===== src/rtl/mul_sched.sv =====
// mul_sched: round-robin issue scheduler for the shared fixed-latency multiply unit.
// Build option: define MUL_SCHED_FP_EN to forward FP ops; otherwise FP ops raise exc_valid.
`ifndef M_WIDTH
`define M_WIDTH 64
`endif
`ifndef LG_ROB_ENTRIES
`define LG_ROB_ENTRIES 6
`endif
`ifndef LG_PRF_ENTRIES
`define LG_PRF_ENTRIES 7
`endif

module mul_sched #(
  parameter int N_REQ = 2,
  parameter int LAT   = 4,
  parameter int ROB_W = `LG_ROB_ENTRIES,
  parameter int PRF_W = `LG_PRF_ENTRIES
) (
  input  logic                               clk,
  input  logic                               reset,
  input  logic [N_REQ-1:0]                   req_valid,
  output logic [N_REQ-1:0]                   req_ready,
  input  logic [N_REQ-1:0][6:0]              req_op,
  input  logic [N_REQ-1:0][`M_WIDTH-1:0]     req_src_a,
  input  logic [N_REQ-1:0][`M_WIDTH-1:0]     req_src_b,
  input  logic [N_REQ-1:0][ROB_W-1:0]        req_rob,
  input  logic [N_REQ-1:0][PRF_W-1:0]        req_prf,
  input  logic                               slot_resv,
  input  logic                               flush,
  output logic                               m_go,
  output logic                               m_is_signed,
  output logic                               m_is_high,
  output logic                               m_is_mulw,
  output logic                               m_fp_add,
  output logic                               m_fp_sub,
  output logic                               m_fp_mul,
  output logic [`M_WIDTH-1:0]                m_src_a,
  output logic [`M_WIDTH-1:0]                m_src_b,
  output logic [ROB_W-1:0]                   m_rob,
  output logic [PRF_W-1:0]                   m_prf,
  input  logic                               m_complete,
  output logic                               wb_valid,
  output logic                               exc_valid,
  output logic [ROB_W-1:0]                   exc_rob,
  output logic                               busy,
  output logic [$clog2(LAT+2)-1:0]           inflight_cnt
);

  localparam int RR_W  = $clog2(N_REQ);
  localparam int CNT_W = $clog2(LAT+2);

  logic [RR_W-1:0]      r_rr_ptr;
  logic [LAT:0]         r_sv;
  logic                 r_m_go;
  logic [2:0]           r_m_mode;
  logic [`M_WIDTH-1:0]  r_m_src_a;
  logic [`M_WIDTH-1:0]  r_m_src_b;
  logic [ROB_W-1:0]     r_m_rob;
  logic [PRF_W-1:0]     r_m_prf;
  logic                 r_exc_valid;
  logic [ROB_W-1:0]     r_exc_rob;

  logic [N_REQ-1:0]     w_elig;
  logic [N_REQ-1:0]     w_grant;
  logic [RR_W-1:0]      w_sel;
  logic [RR_W-1:0]      w_rr_next;
  logic [RR_W:0]        w_cand;
  logic                 w_found;
  logic [6:0]           w_op;
  logic [`M_WIDTH-1:0]  w_a;
  logic [`M_WIDTH-1:0]  w_b;
  logic [ROB_W-1:0]     w_rob;
  logic [PRF_W-1:0]     w_prf;
  logic                 w_is_fp;
  logic                 w_fwd;
  logic                 w_exc;
  logic [CNT_W-1:0]     w_cnt;
  logic                 w_unused;

  // Flush and reset both veto eligibility, so a same-cycle flush never produces a handshake.
  assign w_elig = req_valid & {N_REQ{~slot_resv & ~flush & reset}};

  always_comb begin
    w_found = 1'b0;
    w_sel   = '0;
    w_cand  = '0;
    for (int k = 0; k < N_REQ; k++) begin
      w_cand = {1'b0, r_rr_ptr} + (RR_W+1)'(k);
      if (w_cand >= (RR_W+1)'(N_REQ)) w_cand = w_cand - (RR_W+1)'(N_REQ);
      for (int i = 0; i < N_REQ; i++) begin
        if (!w_found && w_elig[i] && (w_cand == (RR_W+1)'(i))) begin
          w_found = 1'b1;
          w_sel   = RR_W'(i);
        end
      end
    end
  end

  always_comb begin
    w_grant = '0;
    w_op    = '0;
    w_a     = '0;
    w_b     = '0;
    w_rob   = '0;
    w_prf   = '0;
    for (int i = 0; i < N_REQ; i++) begin
      if (w_found && (w_sel == RR_W'(i))) begin
        w_grant[i] = 1'b1;
        w_op       = req_op[i];
        w_a        = req_src_a[i];
        w_b        = req_src_b[i];
        w_rob      = req_rob[i];
        w_prf      = req_prf[i];
      end
    end
  end

  assign req_ready = w_grant;
  assign w_rr_next = (w_sel == RR_W'(N_REQ-1)) ? '0 : w_sel + RR_W'(1);
  assign w_is_fp   = |w_op[3:1];

`ifdef MUL_SCHED_FP_EN
  assign w_fwd = w_found;
  assign w_exc = 1'b0;
`else
  assign w_fwd = w_found & ~w_is_fp;
  assign w_exc = w_found & w_is_fp;
`endif

  // Issue stage: register the granted op onto the multiplier inputs and the shadow vector.
  always_ff @(posedge clk or negedge reset) begin
    if (!reset) begin
      r_rr_ptr    <= '0;
      r_sv        <= '0;
      r_m_go      <= 1'b0;
      r_m_mode    <= '0;
      r_m_src_a   <= '0;
      r_m_src_b   <= '0;
      r_m_rob     <= '0;
      r_m_prf     <= '0;
      r_exc_valid <= 1'b0;
      r_exc_rob   <= '0;
    end else begin
      r_m_go      <= w_fwd;
      r_exc_valid <= w_exc;
      r_sv        <= flush ? '0 : {r_sv[LAT-1:0], w_fwd};
      if (w_found) r_rr_ptr <= w_rr_next;
      if (w_exc) r_exc_rob <= w_rob;
      if (w_fwd) begin
        r_m_mode  <= w_op[6:4];
        r_m_src_a <= w_a;
        r_m_src_b <= w_b;
        r_m_rob   <= w_rob;
        r_m_prf   <= w_prf;
      end
    end
  end

`ifdef MUL_SCHED_FP_EN
  logic [2:0] r_m_fp;
  always_ff @(posedge clk or negedge reset) begin
    if (!reset) r_m_fp <= '0;
    else if (w_fwd) r_m_fp <= w_op[3:1];
  end
  assign m_fp_add = r_m_fp[2];
  assign m_fp_sub = r_m_fp[1];
  assign m_fp_mul = r_m_fp[0];
`else
  assign m_fp_add = 1'b0;
  assign m_fp_sub = 1'b0;
  assign m_fp_mul = 1'b0;
`endif

  always_comb begin
    w_cnt = '0;
    for (int i = 0; i <= LAT; i++) w_cnt = w_cnt + CNT_W'(r_sv[i]);
  end

  assign m_go         = r_m_go;
  assign m_is_signed  = r_m_mode[2];
  assign m_is_high    = r_m_mode[1];
  assign m_is_mulw    = r_m_mode[0];
  assign m_src_a      = r_m_src_a;
  assign m_src_b      = r_m_src_b;
  assign m_rob        = r_m_rob;
  assign m_prf        = r_m_prf;
  assign wb_valid     = m_complete & r_sv[LAT];
  assign exc_valid    = r_exc_valid;
  assign exc_rob      = r_exc_rob;
  assign busy         = |r_sv;
  assign inflight_cnt = w_cnt;
  assign w_unused     = ^{w_op[0], w_is_fp};

endmodule


===== config.mk =====
export PLATFORM = sky130hd
export DESIGN_NAME = mul_sched
export DESIGN_NICKNAME = d
export VERILOG_FILES = /design/src/rtl/mul_sched.sv
export SDC_FILE = /design/constraint.sdc
export NUM_CORES = 1
export LEC_CHECK = 0
export ABC_CLOCK_PERIOD_IN_PS = 3200
export CORE_AREA = 2 2 183 185
export DETAILED_ROUTE_END_ITERATION = 6
export DIE_AREA = 0 0 185 187
export GPL_TIMING_DRIVEN = 0
export SETUP_SLACK_MARGIN = 0.5
export SYNTH_ARGS = -nofsm -noshare
export SYNTH_HDL_FRONTEND = slang
export SYNTH_SLANG_ARGS = --single-unit

===== constraint.sdc =====
create_clock -name clk -period 3.2 [get_ports clk]
set_clock_uncertainty 0.15 [all_clocks]
set_input_delay 0.64 -clock clk [delete_from_list [all_inputs] [get_ports clk]]
set_output_delay 0.64 -clock clk [all_outputs]
set_load 0.05 [all_outputs]

# [Word-level counts from Yosys, hierarchy flattened]
# Cells that the tools add are included.
[classes] mux=23 bitwise=10 magnitude_cmp=2 add_sub_neg=8 eq_ne=2 n_reduce_logical=16
[op_table] cell="2-to-1 mux 64 bit" n=4
[op_table] cell="2-to-1 mux 7 bit" n=4
[op_table] cell="2-to-1 mux 6 bit" n=2
[op_table] cell="2-to-1 mux 1 bit" n=10
[op_table] cell="logical AND 1 bit" n=9
[op_table] cell="adder 3 x 1 -> 3 bit" n=2
[op_table] cell="AND 1 bit" n=5
[op_table] cell="2-to-1 mux 5 bit" n=1
[op_table] cell="OR reduction 5 bit" n=1
[op_table] cell="== test 2 x 1 -> 1 bit, second input constant" n=2
[op_table] cell="logical NOT 2 bit" n=2
[op_table] cell="2-to-1 mux 2 bit" n=2
[op_table] cell="inverter 1 bit" n=4
[op_table] cell="adder 2 x 1 -> 3 bit" n=1
[op_table] cell="logical NOT 1 bit" n=3
[op_table] cell="OR reduction 3 bit" n=1
[op_table] cell="adder 1 x 1 -> 2 bit" n=1
[op_table] cell="adder 1 x 1 -> 2 bit, second input constant" n=1
[op_table] cell="AND 2 bit" n=1
[op_table] cell=">= comparator 1 x 2 -> 1 bit, second input constant" n=1
[op_table] cell=">= comparator 2 bit, second input constant" n=1
[op_table] cell="subtractor 1 x 2 -> 2 bit, second input constant" n=1
[op_table] cell="subtractor 2 bit, second input constant" n=1
[op_table] cell="adder 1 bit, second input constant" n=1
[word_totals] input_bits=303 elab_cells=71 ff_bits=158 output_inout_bits=162

# [Logic depth before layout (Yosys ltp)]
# Gate-level depths: netlist of the first run.
[depth] depth_word=26 ltp_mapped=7 mapped_depth_nobuf=5

# [Least setup slack after synthesis of the first run]
# OpenSTA, ideal clock, no wires.
[synth_timing] path_kind="reg-to-output" from="register r_sv[0]" to="output port inflight_cnt[1]" t_required_ns=2.410 setup_slack_ns=0.627 path_stages_with_launch=4 n_path_buf=0 t_arrival_ns=1.783 cell_sequence="dfrtp_1 fa_1 fa_1 ha_1"
[synth_between] elab_chain_len=4
[synth_lines] element="start, declared" line_no="53" text="logic [LAT:0] r_sv;"
[synth_lines] element="start signal, assigned" line_no="146" text="r_sv <= flush ? '0 : {r_sv[LAT-1:0], w_fwd};"
[synth_lines] element="adder 1 x 1 -> 2 bit" line_no="176" text="for (int i = 0; i <= LAT; i++) w_cnt = w_cnt + CNT_W'(r_sv[i]);"
[synth_lines] element="adder 2 x 1 -> 3 bit" line_no="176"
[synth_lines] element="adder 3 x 1 -> 3 bit (2 in a row)" line_no="176"
[synth_lines] element="end, declared" line_no="46" text="output logic [$clog2(LAT+2)-1:0] inflight_cnt"
# No other way between the ends.

# [Worst setup path after layout of the first run]
[layout_timing] from="register r_sv[3]" to="output port inflight_cnt[1]"
[layout_between] elab_chain_len=2
[layout_lines] element="adder 3 x 1 -> 3 bit (2 in a row)" line_no="176"
# No other way between the ends.

==> impl_summary.md, run 1 <==
Cells and area
The post-route netlist has between 20% and 30% of its cells at a drive strength greater than 1. The fill cell total of the finished layout is 3143. The final net count is 1329. The final core area utilization is 42.0%. The total inserted antenna cells is 0. Relative to the synthesized area, the layout overhead comes to 78.7%.

Logic synthesis
Among all cell types in the netlist, the one instantiated most often is dfrtp_1. In this run the biggest area consumer among cell types represents 51.2% of the synthesized area. The average instance area after synthesis is 14.6 um^2. The register bit count reported by yosys is 158. In this run the cell area of the synthesized design comes to 7720 um^2. Of all flip-flops after synthesis, the portion carrying an async set or reset was 100%.

Of the synthesized area, sequential elements account for 51.2%. For this run, the leading register cell type out of synthesis is dfrtp_1. Yosys mapped the design onto 28 distinct sky130hd cell types.

The count of flip-flops with a built-in enable after synthesis is 0. In the synthesized netlist, the number of instances is 529. In the post-synthesis netlist, the biggest area contributors are dfrtp_1 51%, a22o_1 16%, mux2_2 15%.

The commonest cells after synthesis are 158 x dfrtp_1, 144 x a22o_1, 101 x mux2_2. Yosys printed 0 warnings. The largest total area in the synthesized netlist belongs to dfrtp_1.

Global routing
The total overflow left after global routing is 0. The global-route usage over all layers is 17.5%. The initial antenna violation count is 0. Entering global routing, the biggest net connects 43 pins.

The number of global-route vias before repair came to 7042. The first-pass GRT wire length is 44.1 mm.

Drt
The total number of vias is 6559. The number of antenna-violating nets in the routed design is 0. Before antenna repair, the detailed router went through 6 iterations. The number of design-rule violations left by the first detailed-router iteration is roughly 170. Dividing the detail-routed wire length by the instance count gives 20.6 um. The count of unresolved DRC violations after routing is 0. The final wirelength is ~31 mm. Using the TritonRoute via totals, the vias-per-cell ratio works out to 4.42.

Timing
Setup repair after global routing could not meet its margin everywhere. The highest attainable clock frequency is 0.340 GHz. Measured against its own limit, the worst slew margin works out to 31.1%. The final count of negative-setup-slack endpoints is 0. The number of hold violations in the final report was 0. The worst hold slack is roughly 0.025 ns. The actual slew at the worst max-slew pin is 1.03 ns. The final worst-path cycle share is around 92%. The number of slew-limit violations in the final report is 0. Counting I/O delays and the setup requirement, the final critical path takes about 2.9 ns.

Setup path
The maximum fanout count along the critical path is 3. The kind of critical path is flip-flop to output pin. Data on the critical path is required at its endpoint by 2.41 ns. In this run the critical register-to-register path is launched from r_rr_ptr$_DFFE_PN0P_. The worst setup path is launched from a flip-flop.

Counting cells, the worst reg-to-reg path comes to 8. At the worst endpoint, the arrival time is 2.16 ns. The kind of end point of the critical path is an output pin. In this run the register-to-register setup slack is 1.10 ns. The worst register-to-register path ends at m_src_b[3]$_DFFE_PN0P_.

CTS
For the worst-skew pair, the clock arrives at the later sink with an insertion delay of 0.45 ns. The clock-pin slew on the worst setup and hold paths is 0.07 ns. The clock sink count is roughly 160. The clock tree from TritonCTS is done. CTS placed an instance of clkbuf_16 at the clock tree root.

The number of CTS-inserted buffers is 17. The H-tree level count is 4. In this run the deepest clock path goes through 2 buffers.

Place
The global placer's final weighted congestion is between 0.7 and 0.8. The count of port buffers added during placement is roughly 460. After legalization and detailed placement, the total HPWL measured approximately 23 mm.

Min path
The worst min-delay path category is primary input to async pin.

Pwr
Summed over all cells, the static leakage comes to slightly above 0.006 uW. The power density normalized to cell area is roughly 380 nW/um^2. The worst-case vdd ir drop is 370 uV.

Flow run
Across the run, the number of max-cap violations was 0.

Floorplan
From left edge to right edge, the die measures 185 um. The starting density of the core is 23.5%. The core box area is 32900 um^2.

The floorplan has 67 rows. The floorplan step defined a die boundary enclosing 34600 um^2. The count of pins on the block boundary is 465. The die outline height is 187 um.

Run status
The flow ran to the end, and the final reports show no timing, DRC or antenna violations.
worst max-delay path by stage:
stage | from | depth (start not counted) | to | slack (ns)
final | r_sv[3]$_DFF_PN0_ | 4 | inflight_cnt[1] | 0.25
after global routing | r_sv[3]$_DFF_PN0_ | 4 | inflight_cnt[1] | 0.18
after CTS | r_sv[3]$_DFF_PN0_ | 4 | inflight_cnt[1] | 0.23
after detailed placement | reset | 7 | req_ready[0] | -1.34
after global placement | reset | 6 | req_ready[0] | -7.06
after floorplan | r_sv[0]$_DFF_PN0_ | 3 | inflight_cnt[1] | 0.63
area by class of cell:
class / count / area [um^2] / area share [%]
clock buffer: 23 / 498 / 3.61
buffer: 49 / 423 / 3.06
clock inverter: 9 / 83.8 / 0.607
inverter: 4 / 27.5 / 0.199
timing repair buffer: 472 / 4860 / 35.2
multi-input combinational: 320 / 3400 / 24.6
tap: 448 / 561 / 4.06
sequential: 158 / 3950 / 28.6
worst max-delay path: stages, from the launching register on:
cell,delay (ns)
dfrtp_1,0.41
fa_1,0.51
fa_2,0.37
ha_4,0.28
buf_8,0.14
where the power goes:
| part | total, uW | leakage, uW | internal [uW] | switching, uW |
|---|---|---|---|---|
| sequential | 2120 | 0.00219 | 2070 | 44.4 |
| clock | 2060 | 0.000277 | 1170 | 884 |
| combinational | 1140 | 0.00362 | 611 | 529 |
layout by cell type, fill, tap and decap left out, drive strengths merged:
cell type / Yosys / final
a31oi: 1 / 1
bufinv: 0 / 1
dlymetal6s2s: 0 / 2
ha: 2 / 2
dfrtp: 158 / 158
nor2: 2 / 2
inv: 4 / 4
mux2: 150 / 150
a21boi: 1 / 1
bufbuf: 0 / 4
o22ai: 1 / 1
nand2b: 1 / 1
a32oi: 1 / 1
nand2: 1 / 1
clkinvlp: 0 / 4
fa: 2 / 2
nor3b: 1 / 1
nor3: 2 / 2
a21oi: 1 / 1
clkbuf: 0 / 23
nand3: 1 / 1
or4b: 1 / 1
buf: 49 / 62
dlygate4sd3: 0 / 3
and2: 1 / 1
dlygate4sd2: 0 / 3
nor2b: 4 / 4
clkdlybuf4s50: 0 / 447
a22o: 144 / 144
clkinv: 0 / 4
conb: 1 / 3
logic make-up after synthesis:
family          share of synthesized area, %
other cells                           0.0486
compound gates                          16.8
buf+inv                                 5.39
fa+ha+maj                              0.842
flops                                   51.2
simple gates                            1.43
mux                                     24.3
routing by layer:
metal  GRT usage (%)  up-vias  routed length (um)
li1                -     3013                   -
met1            18.6     3198               11500
met2            31.5      316               15400
met3            6.54       32                2950
met4            6.41        0                 669
met5               0        -                   0
per-stage QoR:
stage                     instance area [um^2]  instances  total power [uW]   TNS, ns  setup slack, ns
after floorplan                           7730        531              2610         0            0.627
after CTS                                13800       1483              5390         0            0.232
after global routing                     13800       1483              5540         0            0.185
after global placement                   12900       1438              3250  -1836.98            -7.06
after detailed placement                 12900       1439              3260    -29.23            -1.34
final                                    13800       1483              5310         0            0.255
flip-flops by register name, summed over array words and instances, names as in the netlist:
name	cells
m_go	1
m_prf	7
r_rr_ptr	1
m_src_b	64
r_m_mode	3
m_rob	6
r_sv	5
exc_valid	1
m_src_a	64
exc_rob	6
what timing repair did:
item	4_1_cts	5_1_grt
pin swaps	3	0
buffers inserted	5	0
gates resized for setup	61	10
gates cloned	4	0
hold buffers	3	0
endpoints found under the hold margin	36	0
setup endpoints to repair	157	5
Power figures use the tool's default switching activity.
==> inputs of run 2 (changes only) <==
--- a/config.mk
+++ b/config.mk
@@ -6,9 +6,10 @@
 export NUM_CORES = 1
 export LEC_CHECK = 0
-export ABC_CLOCK_PERIOD_IN_PS = 3200
-export CORE_AREA = 2 2 183 185
+export ABC_CLOCK_PERIOD_IN_PS = 2900
+export CORE_AREA = 2 2 179 181
 export DETAILED_ROUTE_END_ITERATION = 6
-export DIE_AREA = 0 0 185 187
+export DIE_AREA = 0 0 181 183
 export GPL_TIMING_DRIVEN = 0
+export HOLD_SLACK_MARGIN = 0.06
 export SETUP_SLACK_MARGIN = 0.5
 export SYNTH_ARGS = -nofsm -noshare
==> constraint.sdc (replaced) <==
create_clock -name clk -period 2.9 [get_ports clk]
set_clock_uncertainty 0.15 [all_clocks]
set_input_delay 0.29 -clock clk [delete_from_list [all_inputs] [get_ports clk]]
set_output_delay 0.29 -clock clk [all_outputs]
set_load 0.05 [all_outputs]
==> run 2 against run 1 <==
  * First-iteration DRC count grew 5.5%
  * Sequential share of layout area increased by 0.18 points
  * Register-to-register slack worse by 0.20 ns
  * Combinational power rose by 11%
  * Final area shrank 0.62%
  * Wire length shrank 1.2%
==> impl_summary.md, run 2 (synthesis gave the netlist of run 1 again) <==
Run status
The flow ran to the end, and the final reports show no timing, DRC or antenna violations.

Floorplan
The area of the die is 33100 um^2 (-4.3%). The core box area is 31200 um^2 (-5.0%). The die outline height is 183 um (-2.1%). The width of the chip is 181 um (-2.2%). The count of pins on the block boundary was 465 (unchanged). The starting density of the core is 24.7% (+1.2 points). The number of standard-cell rows in the floorplan is 65 (-3.0%).

CTS
The clock sink count is 158 (unchanged). The buffer depth of the longest clock path is 2 (unchanged). TritonCTS built the clock tree. The number of CTS-inserted buffers is 17 (unchanged). The H-tree level count is 4 (unchanged). The tree is rooted in a clkbuf_16. The clock latency on the worst-skew pair was 0.41 ns (-0.04 ns). The clock-pin slew on the worst setup and hold paths is 0.06 ns (about the same).

Min path
The worst hold path begins at flush. The worst min-delay path category is primary input to flip-flop.

Timing
The final worst-path cycle share is 87.5%. Derived from the worst setup path, the maximum achievable clock frequency is 0.394 GHz. The number of hold violations in the final report is 0 (unchanged). The least setup slack across all paths after layout was 0.363 ns (+0.108 ns). The clock period minus worst slack is 2.54 ns. The number of slew-limit violations in the final report is 0 (unchanged).

The final count of negative-setup-slack endpoints came to 0 (unchanged). The actual slew at the worst max-slew pin was 0.720 ns (-0.311 ns). The worst slew margin relative to its limit is 51.9% (+21 points). The worst hold slack was 0.0614 ns (+0.0362 ns). The total negative slack for setup checks is 0 ns (unchanged). Setup repair after global routing could not meet its margin everywhere.

Place
The count of port buffers added during placement came to 459 (unchanged). The global placer's final weighted congestion is 0.734 (-1.4%). The total half-perimeter wirelength after legalization and detailed placement was 22.7 mm (+0.65%). The post-place setup slack is -0.899 ns (+0.444 ns). The placed instance count was 1393 (-3.2%).

Setup path
The end of the worst register-to-register path is exc_rob[5]$_DFFE_PN0P_. The maximum fanout count along the critical path was 3 (unchanged). The worst register-to-register path begins at r_rr_ptr$_DFFE_PN0P_. The start point of the critical path is r_sv[3]$_DFF_PN0_.

The arrival time of the worst setup path is 2.10 ns (-0.06 ns). The worst setup path is of the flip-flop to output pin kind. The end point of the critical path is inflight_cnt[1].

The logic depth of the worst register-to-register path is 4 (-4). The kind of end point of the critical path is an output pin. The required time of the critical path came to 2.46 ns (+0.05 ns). The worst setup path is launched from a flip-flop. The reg-to-reg setup timing slack is 0.90 ns (-0.20 ns).

Cells and area
The post-route non-filler standard cell count was 1436 (-3.2%). The most common cell after layout, fill and taps aside is clkdlybuf4s50_1. The final core area utilization is 43.9% (+1.9 points).

The library cells used most frequently in the layout, excluding fill and tap cells, are 451 x clkdlybuf4s50_1, 158 x dfrtp_1, 144 x a22o_1. The final net count is 1329 (unchanged). The share of layout cells above drive strength 1 was 24.5% (-0.53 points). The fill cell total of the finished layout was 2968 (-5.6%). The area added between synthesis and finish is 77.6%.

Global routing
The initial antenna violation count came to 1 (+1). The total congestion overflow was 0 (unchanged). The global-route usage over all layers came to 18.1% (+0.57 points). The pin count of the biggest net entering global routing came to 44 (+2.3%).

The first-pass GRT wire length is 44.7 mm (+1.4%). The number of global-route vias before repair is 7149 (+1.5%).

Drt
The number of design-rule violations left by the first detailed-router iteration was 174 (+5.5%). The count of unresolved DRC violations after routing is 0 (unchanged). The final wirelength is 30.1 mm (-1.2%). The number of optimization iterations in the first detailed-route pass is 4 (-2).

The detail-routed via count per cell is 4.57 (+3.2%). The average routed wire per standard cell came to 21.0 um (+2.1%). The number of antenna-violating nets in the routed design was 0 (unchanged). The total number of vias is 6556 (-0.046%).

Pwr
The worst-case vdd ir drop is 365 uV (-1.4%). The static leakage was 0.00605 uW (-0.49%). The power density normalized to cell area came to 423 nW/um^2 (+10%).

Flow run
The number of max-cap violations is 0 (unchanged).
==> run 2: cell count changes in the layout (fill, tap and decap cells not counted), sizes merged <==
cell / change
clkbuf: -4
inv: -1
clkdlybuf4s50: +4
dlymetal6s2s: -1
clkinv: +4
clkinvlp: -2
diode: +1
bufbuf: -1
bufinv: +1
dlygate4sd3: +1
dlygate4sd2: -3
==> run 2: where the power goes <==
group | total (uW) | switching, uW | internal [uW]
combinational | 1260 | 578 | 678
sequential | 2330 | 46.4 | 2290
clock | 2220 | 958 | 1260
total | 5800 | 1580 | 4220
==> run 2: repair_timing <==
item	4_1_cts	5_1_grt
gates resized for setup	49	3
setup endpoints to repair	156	5
endpoints found under the hold margin	158	0
pin swaps	2	1
setup buffers	0	0
hold buffers	9	0
cloned	3	0
==> run 2: area by class of cell <==
type | count | area (um^2) | area share, %
repair buffers | 472 | 4890 | 35.7
flip-flops and latches | 158 | 3950 | 28.8
multi-input cells | 320 | 3380 | 24.6
well taps | 402 | 503 | 3.67
clock buffers | 19 | 433 | 3.16
plain buffers | 49 | 414 | 3.02
clock inverters | 11 | 121 | 0.885
inverters | 4 | 25.0 | 0.182
diodes | 1 | 2.50 | 0.0182
==> run 2: layer usage <==
layer	wire (um)	share of wire, %	up-vias	global-route usage [%]
li1	-	-	3013	-
met5	0	0	-	0
met3	2710	9.0	24	6.65
met1	11200	37	3216	19.6
met4	430	1.4	0	4.88
met2	15800	52	303	33.4
==> run 2: stage by stage <==
stage | cell area (um^2) | total power, uW
after floorplan | 7730 | 2880
after global placement | 12800 | 3590
after detailed placement | 12900 | 3590
after CTS | 13700 | 5910
after global routing | 13700 | 6050
final | 13700 | 5800
==> run 2: critical path: stages, from the launching register on <==
cell	delay, ns
dfrtp_1	0.40
fa_1	0.50
fa_2	0.37
ha_4	0.28
buf_8	0.13
==> run 2: worst min path at each step <==
stage,cells after the start,slack [ns],end
after floorplan,0,-0.16,exc_rob[0]$_DFFE_PN0P_
after global placement,1,0.34,m_src_a[8]$_DFFE_PN0P_
after detailed placement,1,0.15,m_src_a[6]$_DFFE_PN0P_
after CTS,1,0.36,m_src_b[61]$_DFFE_PN0P_
after global routing,2,0.09,r_sv[1]$_DFF_PN0_
final,2,0.06,r_sv[4]$_DFF_PN0_
